**src/rtl/run_controller_pkg.sv**
```systemverilog
`default_nettype none
// ============================================================================
// Module   : run_controller_pkg
// Brief    : State encoding, fail codes and width helper for run_controller.
// Revision : 1.0 - initial release
// ============================================================================
package run_controller_pkg;

    localparam int STATE_W = 3;

    localparam logic [2:0] ST_IDLE   = 3'd0;
    localparam logic [2:0] ST_HOLD   = 3'd1;
    localparam logic [2:0] ST_RUN    = 3'd2;
    localparam logic [2:0] ST_HALTED = 3'd3;
    localparam logic [2:0] ST_FAILED = 3'd4;

    localparam logic [1:0] FC_NONE    = 2'b00;
    localparam logic [1:0] FC_TIMEOUT = 2'b01;
    localparam logic [1:0] FC_HANG    = 2'b10;

    // Bits needed to hold every value 0..limit, never less than one.
    function automatic int cnt_width(input int limit);
        int w;
        w = $clog2(limit + 1);
        return (w < 1) ? 1 : w;
    endfunction

endpackage
`default_nettype wire

```
**src/rtl/run_controller_sat_counter.sv**
```systemverilog
`default_nettype none
// ============================================================================
// Module   : sat_counter
// Brief    : Up-counter with synchronous clear that sticks at all-ones.
// Revision : 1.0 - initial release
// ============================================================================
module sat_counter #(
    parameter int WIDTH = 8
) (
    input  logic             clk,
    input  logic             reset,
    input  logic             clr_i,
    input  logic             inc_i,
    output logic [WIDTH-1:0] cnt_o
);

    logic [WIDTH-1:0] cnt_q;
    logic [WIDTH-1:0] cnt_d;

    always_comb begin
        cnt_d = cnt_q;
        if (clr_i) begin
            cnt_d = '0;
        end else if (inc_i && (cnt_q != '1)) begin
            cnt_d = cnt_q + WIDTH'(1);
        end
    end

    always_ff @(posedge clk) begin
        if (!reset) begin
            cnt_q <= '0;
        end else begin
            cnt_q <= cnt_d;
        end
    end

    assign cnt_o = cnt_q;

endmodule
`default_nettype wire

```
**src/rtl/run_controller.sv**
```systemverilog
`default_nettype none
// ============================================================================
// Module   : run_controller
// Brief    : Holds a CPU in reset, runs it, and ends the run on halt/hang/timeout.
// Revision : 1.0 - initial release
// ============================================================================
module run_controller
    import run_controller_pkg::*;
#(
    parameter int RST_CYCLES = 4,
    parameter int MAX_CYCLES = 100000,
    parameter int IDLE_LIMIT = 64,
    parameter int LOOP_LIMIT = 3,
    parameter int CNT_W      = 32
) (
    input  logic             clk,
    input  logic             reset,
    input  logic             start,
    input  logic             retire_valid,
    input  logic [31:0]      retire_pc,
    output logic             cpu_reset,
    output logic             running,
    output logic             done,
    output logic             fail,
    output logic [1:0]       fail_code,
    output logic [CNT_W-1:0] cycle_cnt,
    output logic [CNT_W-1:0] instr_cnt
);

    localparam int HOLD_W = cnt_width(RST_CYCLES);
    localparam int IDLE_W = cnt_width(IDLE_LIMIT);
    localparam int LOOP_W = cnt_width(LOOP_LIMIT);
    localparam int CMP_W  = ((CNT_W > 32) ? CNT_W : 32) + 1;

    logic [STATE_W-1:0] state_q, state_d;
    logic [HOLD_W-1:0]  hold_q, hold_d;
    logic [LOOP_W-1:0]  loop_q, loop_d, loop_nxt;
    logic [31:0]        prev_pc_q, prev_pc_d;
    logic               have_prev_q, have_prev_d;
    logic               done_q, done_d;
    logic               fail_q, fail_d;
    logic [1:0]         fail_code_q, fail_code_d;
    logic [IDLE_W-1:0]  idle_cnt;
    logic               in_run, start_acc, retire_run;
    logic               halt_hit, hang_hit, timeout_hit;

    assign in_run     = (state_q == ST_RUN);
    assign start_acc  = start && ((state_q == ST_IDLE) || (state_q == ST_HALTED) ||
                                  (state_q == ST_FAILED));
    assign retire_run = in_run && retire_valid;

    sat_counter #(.WIDTH(CNT_W)) u_cycle_cnt (
        .clk   (clk),
        .reset (reset),
        .clr_i (start_acc),
        .inc_i (in_run),
        .cnt_o (cycle_cnt)
    );

    sat_counter #(.WIDTH(CNT_W)) u_instr_cnt (
        .clk   (clk),
        .reset (reset),
        .clr_i (start_acc),
        .inc_i (retire_run),
        .cnt_o (instr_cnt)
    );

    sat_counter #(.WIDTH(IDLE_W)) u_idle_cnt (
        .clk   (clk),
        .reset (reset),
        .clr_i (start_acc || retire_run),
        .inc_i (in_run && !retire_valid),
        .cnt_o (idle_cnt)
    );

    // The first retirement has no predecessor, so it always opens a fresh run of length 1.
    assign loop_nxt = (have_prev_q && (retire_pc == prev_pc_q)) ? loop_q + LOOP_W'(1)
                                                                : LOOP_W'(1);

    assign halt_hit    = retire_run && (int'(loop_nxt) == LOOP_LIMIT);
    assign hang_hit    = in_run && !retire_valid && (int'(idle_cnt) == IDLE_LIMIT - 1);
    // A saturated cycle counter can never reach a budget beyond its range.
    assign timeout_hit = in_run && !(&cycle_cnt) &&
                         ((CMP_W'(cycle_cnt) + CMP_W'(1)) == CMP_W'($unsigned(MAX_CYCLES)));

    always_comb begin
        state_d     = state_q;
        hold_d      = hold_q;
        loop_d      = loop_q;
        prev_pc_d   = prev_pc_q;
        have_prev_d = have_prev_q;
        done_d      = done_q;
        fail_d      = fail_q;
        fail_code_d = fail_code_q;
        case (state_q)
            ST_IDLE, ST_HALTED, ST_FAILED: begin
                if (start) begin
                    state_d     = ST_HOLD;
                    hold_d      = '0;
                    loop_d      = '0;
                    have_prev_d = 1'b0;
                    done_d      = 1'b0;
                    fail_d      = 1'b0;
                    fail_code_d = FC_NONE;
                end
            end
            ST_HOLD: begin
                if (int'(hold_q) == RST_CYCLES - 1) begin
                    state_d = ST_RUN;
                end else begin
                    hold_d = hold_q + HOLD_W'(1);
                end
            end
            ST_RUN: begin
                if (retire_valid) begin
                    prev_pc_d   = retire_pc;
                    have_prev_d = 1'b1;
                    loop_d      = loop_nxt;
                end
                if (halt_hit) begin
                    state_d = ST_HALTED;
                    done_d  = 1'b1;
                end else if (hang_hit) begin
                    state_d     = ST_FAILED;
                    fail_d      = 1'b1;
                    fail_code_d = FC_HANG;
                end else if (timeout_hit) begin
                    state_d     = ST_FAILED;
                    fail_d      = 1'b1;
                    fail_code_d = FC_TIMEOUT;
                end
            end
            default: state_d = ST_IDLE;
        endcase
    end

    always_ff @(posedge clk) begin
        if (!reset) begin
            state_q     <= ST_IDLE;
            hold_q      <= '0;
            loop_q      <= '0;
            prev_pc_q   <= '0;
            have_prev_q <= 1'b0;
            done_q      <= 1'b0;
            fail_q      <= 1'b0;
            fail_code_q <= FC_NONE;
        end else begin
            state_q     <= state_d;
            hold_q      <= hold_d;
            loop_q      <= loop_d;
            prev_pc_q   <= prev_pc_d;
            have_prev_q <= have_prev_d;
            done_q      <= done_d;
            fail_q      <= fail_d;
            fail_code_q <= fail_code_d;
        end
    end

    assign cpu_reset = !in_run;
    assign running   = in_run;
    assign done      = done_q;
    assign fail      = fail_q;
    assign fail_code = fail_code_q;

endmodule
`default_nettype wire
```
**config.mk**
```make
export PLATFORM = sky130hd
export DESIGN_NAME = run_controller
export DESIGN_NICKNAME = d
export VERILOG_FILES = /design/src/rtl/run_controller_pkg.sv /design/src/rtl/run_controller_sat_counter.sv /design/src/rtl/run_controller.sv
export SDC_FILE = /design/constraint.sdc
export NUM_CORES = 1
export LEC_CHECK = 0
export ABC_AREA = 1
export CORE_MARGIN = 5
export CORE_UTILIZATION = 54
export CTS_CLUSTER_SIZE = 14
export DETAILED_ROUTE_END_ITERATION = 10
export PLACE_DENSITY = 0.82
export SLEW_MARGIN = 10
export SYNTH_ARGS = -nofsm -noshare
export SYNTH_HDL_FRONTEND = slang
export SYNTH_SLANG_ARGS = --single-unit
```
**constraint.sdc**
```tcl
create_clock -name clk -period 2.4 [get_ports clk]
set_input_delay 0.48 -clock clk [delete_from_list [all_inputs] [get_ports clk]]
set_output_delay 0.48 -clock clk [all_outputs]
set_load 0.01 [all_outputs]
```
# Word level (Yosys, flattened, before mapping)
# Cells that the tools add are included.
# Widths: inputs -> output; s select.
dict set report classes {
  add_sub_neg 6
  n_eq_ne 20
  mux 26
  bitwise 1
  n_reduce_logical 30
}
# op n
set ops {}
lappend ops {{$add 32x1->32 const B} 2}
lappend ops {{$ne 32x32->1 const B} 2}
lappend ops {{$add 32x1->33 const B} 1}
lappend ops {{$eq 33x17->1 const B} 1}
lappend ops {{$eq 32x32->1} 1}
lappend ops {{$reduce_and 32->1} 1}
lappend ops {{$mux 3} 7}
lappend ops {{$mux 2} 6}
lappend ops {{$reduce_and 3->1} 4}
lappend ops {{$logic_and 1x1->1} 11}
lappend ops {{$ne 2x2->1 const B} 5}
lappend ops {{$pmux 3 s3} 1}
lappend ops {{$pmux 2 s2} 2}
lappend ops {{$add 7x1->7 const B} 1}
lappend ops {{$eq 7x7->1 const B} 1}
lappend ops {{$ne 7x7->1 const B} 1}
lappend ops {{$eq 3x2->1 const B} 2}
lappend ops {{$eq 3x3->1 const B} 2}
lappend ops {{$mux 1} 6}
lappend ops {{$pmux 1 s2} 3}
lappend ops {{$pmux 3 s2} 1}
lappend ops {{$ne 4x1->1 const B} 1}
lappend ops {{$reduce_and 4->1} 1}
lappend ops {{$reduce_bool 2->1} 2}
lappend ops {{other kinds (13)} 18}
dict set report totals {
  ff_bits 116
  out_inout_bits 70
  word_cells 94
}

# Logic depth before layout (Yosys ltp)
dict set report depth {
  ltp_word 8
  depth_mapped 17
  ltp_nobuf 17
}

# Hierarchy
# A second synthesis with hierarchy kept.
dict set report hier_totals {
  cells_unflattened 1342
  hier_area_um2 8049.0
}
# module n_inst cells_each area_per_inst_um2 seq_area_each_um2
set by_module_without_submodules {}
lappend by_module_without_submodules {run_controller 1 606 3452.1 900.9}
lappend by_module_without_submodules {{sat_counter at u_instr_cnt} 1 341 2114.5 640.6}
lappend by_module_without_submodules {{sat_counter at u_cycle_cnt} 1 332 2069.5 640.6}
lappend by_module_without_submodules {{sat_counter at u_idle_cnt} 1 63 412.9 140.1}

# Worst setup path after synthesis
# Ideal clock, no wire load.
dict set report synth_path {
  path_type {register to register}
  start {register u_cycle_cnt.cnt_q[1], in the netlist u_cycle_cnt.cnt_o[1]}
  end {register state_q[2]}
  setup_time_ps 115
  t_arrival_ps 1931
  required_time_ps 2285
  slack_ps 354
  path_stages_with_launch 17
  n_path_buf 0
  path_cell_list {dfxtp_1 > ha_1 > nand2_2 > nor2_4 > nand2_2 > nor2_4 > nand2_1 > nand2_1 > nand2_1 > nor2_1 > nand2_1 > nor2_1 > nand3_2 > nand3_1 > nand3_1 > nand2_1 > nor2_1}
}
dict set report synth_between {
  elab_chain_cells 6
}
# element line_no
set synth_lines {}
lappend synth_lines {{start: declaration} run_controller_sat_counter.sv:17} ;# logic [WIDTH-1:0] cnt_q;
lappend synth_lines {{start signal: assignment} run_controller_sat_counter.sv:33} ;# cnt_q <= cnt_d;
lappend synth_lines {{parallel branches: the longest is 3 deep, another holds $add 32x1->33} -}
lappend synth_lines {{$logic_and 1x1->1 *} run_controller.sv:83} ;# assign timeout_hit = in_run && !(&cycle_cnt) &&
lappend synth_lines {{$ne 4x1->1 (no line) *} -}
lappend synth_lines {{$reduce_and 3->1 (no line) *} -}
lappend synth_lines {{end signal: assignment} run_controller.sv:148} ;# state_q <= state_d;
lappend synth_lines {{end: declaration} run_controller.sv:35} ;# logic [STATE_W-1:0] state_q, state_d;
# Every way passes the cells marked *.
# A chain may end at the register's enable or synchronous reset.

# Worst setup path in the final report
dict set report layout_path {
  start {register state_q[1]}
  end {output port running}
}
dict set report layout_between {
  elab_chain_cells 1
}
# element line_no
set layout_lines {}
lappend layout_lines {{$eq 3x2->1} run_controller.sv:47} ;# assign in_run = (state_q == ST_RUN);
lappend layout_lines {{end: declaration} run_controller.sv:22} ;# output logic running,
# No other way between the ends.

==> key figures <==
Status
  – Status: complete, no violations

CTS
  – Root Buffer: clkbuf_16
  – Clk_lat worst skew: between 400 and 500 ps
  – CTS Sinks: 116
  – CTS Buffer Depth: 2
  – CTS tree: built
  – Reg clk slew, reported paths: 50 ps
  – H-tree depth: 4
  – Cts bufs inserted: 17

Logic synthesis
  – Seq/Total Area, Yosys: 0.3706
  – Synth cell count leaders: nand2_1 (217), nor2_1 (145), dfxtp_1 (116)
  – Ys flop type: dfxtp_1
  – Syn avg cell area: 6.659 um^2
  – Synthesized flop and latch total: 116
  – Syn Nets: ~980
  – Mapped cell area: 6266 um^2
  – Yosys top cell area share: 0.3706
  – Async SR Flop Fraction: 0
  – Post-synth EDFFs: 0
  – Cell count after synthesis: 941
  – Synth warn: 0
  – Post-synth top area cell: dfxtp_1
  – Most common cell in the synthesized netlist: nand2_1
  – Synth top area cells: dfxtp_1 (37%), nand2_1 (13%), nor2_1 (8.7%), o21ai_0 (6.5%), inv_1 (5.7%)
  – Netlist cell types: 42

Critical path
  – Worst stage delay on the critical path: 550 ps
  – Slowest-stage cell, CP: clkdlybuf4s50_1
  – Crit Path Max Fanout: 4
  – Cell Chain, Critical Path: inv_1, nor2_1, nand2_1, inv_2, clkdlybuf4s50_1
  – Nature of the critical path endpoint: primary output
  – Critical Path Source Type: flop
  – Worst Path Required: 1920 ps
  – WS Path Type: flop to primary output
  – Worst path arrival time: between 1500 and 2000 ps

STA
  – RSZ-0062 raised after global routing: yes
  – Slew @ Worst Pin: roughly 420 ps
  – Final min period: ~2300 ps
  – Slew Limit Fails: 0
  – Sum Neg Setup Slack: 0 ps
  – Max-slew headroom: 0.7164
  – Final setup fails: 0
  – Hold Fails Final Rpt: 0
  – Clock skew: 3.518 ps
  – Max Freq: between 400 and 500 MHz
  – Fraction of the cycle the final worst path needs: 0.9408

Power and ir drop
  – Switching fraction of total power: 0.3215
  – Combinational Power Share: 0.270
  – Clock power frac: 0.343
  – P_leak: around 3 nW
  – Sequential Power Share: 0.387
  – Internal power: 4.372 mW
  – VDD IR-drop max: 0.0005785 V
  – Sw Pwr: 2.072 mW
  – Pwr per Cell Area: slightly below 800 nW/um^2

Route
  – DRC viols: 0
  – DRT Pass-1 Iters: 5
  – Via-per-instance ratio: ~5.3
  – Via total after detailed routing: 6472
  – DRT antenna net count: 0
  – WL final: between 15000 and 20000 um
  – Drt wl/cell: 13.02 um
  – Initial DRC Count: 576

GRT
  – Largest net degree at the start of global routing: 45
  – Initial antenna violation count: 0
  – First-pass GRT wire length: 26760 um
  – Vias in the first global route: slightly below 6k
  – Total grt overflow: 0
  – GRT Util Overall: 0.2283

Floorplanning
  – CORE AREA: 11420 um^2
  – Die H: roughly 120 um
  – Io pins: 106
  – Starting Density: 0.5488
  – Site Rows: 39
  – Die area: 13860 um^2
  – Chip Width: 117.7 um

Placement
  – Hpwl dp: 11770 um
  – I/O Buffers: 105
  – Placer Congestion: 0.9348

Final layout
  – Layout cells sized above 1: 0.08426
  – Layout Nets: 1108
  – Antenna diode count: 0
  – Layout Area Growth over Synthesis: 30.01%
  – Post-Route Utilization: 0.7135

Run
  – Max Cap Viol: 0

Min path
  – Min-delay worst type: flop to flop
per-stage QoR:
| stage | setup slack, ps | cells | hold slack [ps] | cell area [um^2] | total power [mW] |
|---|---|---|---|---|---|
| final | 142.1 | 1223 | 458.2 | 8147 | 6.444 |
| after global routing | -34.65 | 1223 | 474.5 | 8147 | 6.833 |
| after CTS | 99.64 | 1221 | 455.0 | 8103 | 6.473 |
| after detailed placement | -8.184 | 1189 | 441.5 | 7585 | 4.243 |
| after global placement | 66.96 | 1189 | 442.6 | 7585 | 4.202 |
| after floorplan | 353.9 | 941 | 422.1 | 6266 | 3.552 |
cell type report:
cell class	count	area [um^2]
Clock buffer	27	493.0
Multi-Input combinational cell	702	3502
Sequential cell	116	2326
Tap cell	143	178.9
Fill cell	977	3272
Clock inverter	5	25.02
Inverter	98	367.9
Timing Repair Buffer	132	1254
cells in the final DEF (no fill, tap or decap), drive strengths merged, types with 5 or more instances in the layout:
master / n
nand3b: 14
a21oi: 70
nand3: 25
a211oi: 7
clkinv: 6
clkbuf: 27
nor3: 23
nor2: 156
nor4: 5
xor2: 22
dfxtp: 116
nand4: 17
buf: 27
inv: 97
ha: 5
clkdlybuf4s50: 105
xnor2: 11
a31oi: 15
nand2: 226
o21ai: 82
what timing repair did:
action,in CTS,in global routing
resized for setup,0,10
hold buffers,0,0
endpoints found under the setup margin,0,7
buffers inserted,0,2
flip-flops by register name, summed over array words and instances, names as in the netlist, 2 cells and up:
name               count
u_instr_cnt.cnt_o     32
state_q                3
u_cycle_cnt.cnt_o     32
loop_q                 2
hold_q                 3
u_idle_cnt.cnt_o       7
prev_pc_q             32
fail_code              2
routing by layer:
metal / GRT usage / vias to the layer above / part of all wire / routed length (um)
met5: 0 / - / 0 / 0
met4: 0.08746 / 0 / 0.016 / 253
met3: 0.06151 / 25 / 0.076 / 1212
met2: 0.3685 / 191 / 0.46 / 7291
met1: 0.2913 / 2917 / 0.45 / 7171
li1: - / 3339 / - / -
power groups by stage:
stage	Clock [mW]	Sequential, mW	Combinational [mW]
after floorplan	0	2.52	1.03
after global placement	0	2.52	1.69
after detailed placement	0	2.52	1.72
after CTS	2.25	2.49	1.73
after global routing	2.34	2.54	1.95
final	2.21	2.50	1.74
final timing paths:
kind	start	to	slack, ps	depth (start not counted)
max	state_q[1]	running	140	5
min	u_idle_cnt.cnt_o[5]	u_idle_cnt.cnt_o[5]	460	1
max reg2reg	u_cycle_cnt.cnt_o[2]	state_q[2]	200	15
min reg2reg	u_idle_cnt.cnt_o[5]	u_idle_cnt.cnt_o[5]	460	1
cell families (layout without fill, tap and decap cells):
logic type      Yosys count  count (layout)  synth area share
xor+xnor                 33              33           0.04613
fa+ha+maj                 5               5          0.009984
simple gates            474             474            0.3329
flops                   116             116            0.3706
buf+inv                 123             262           0.07488
compound gates          190             190            0.1655
critical path: cells and delay by family (launching register included):
family / cells / cell delay, ps
buffers and inverters: 3 / 730
and+or+nand+nor: 2 / 260
DFF: 1 / 370
No activity file was read; power rests on OpenSTA's default activity.
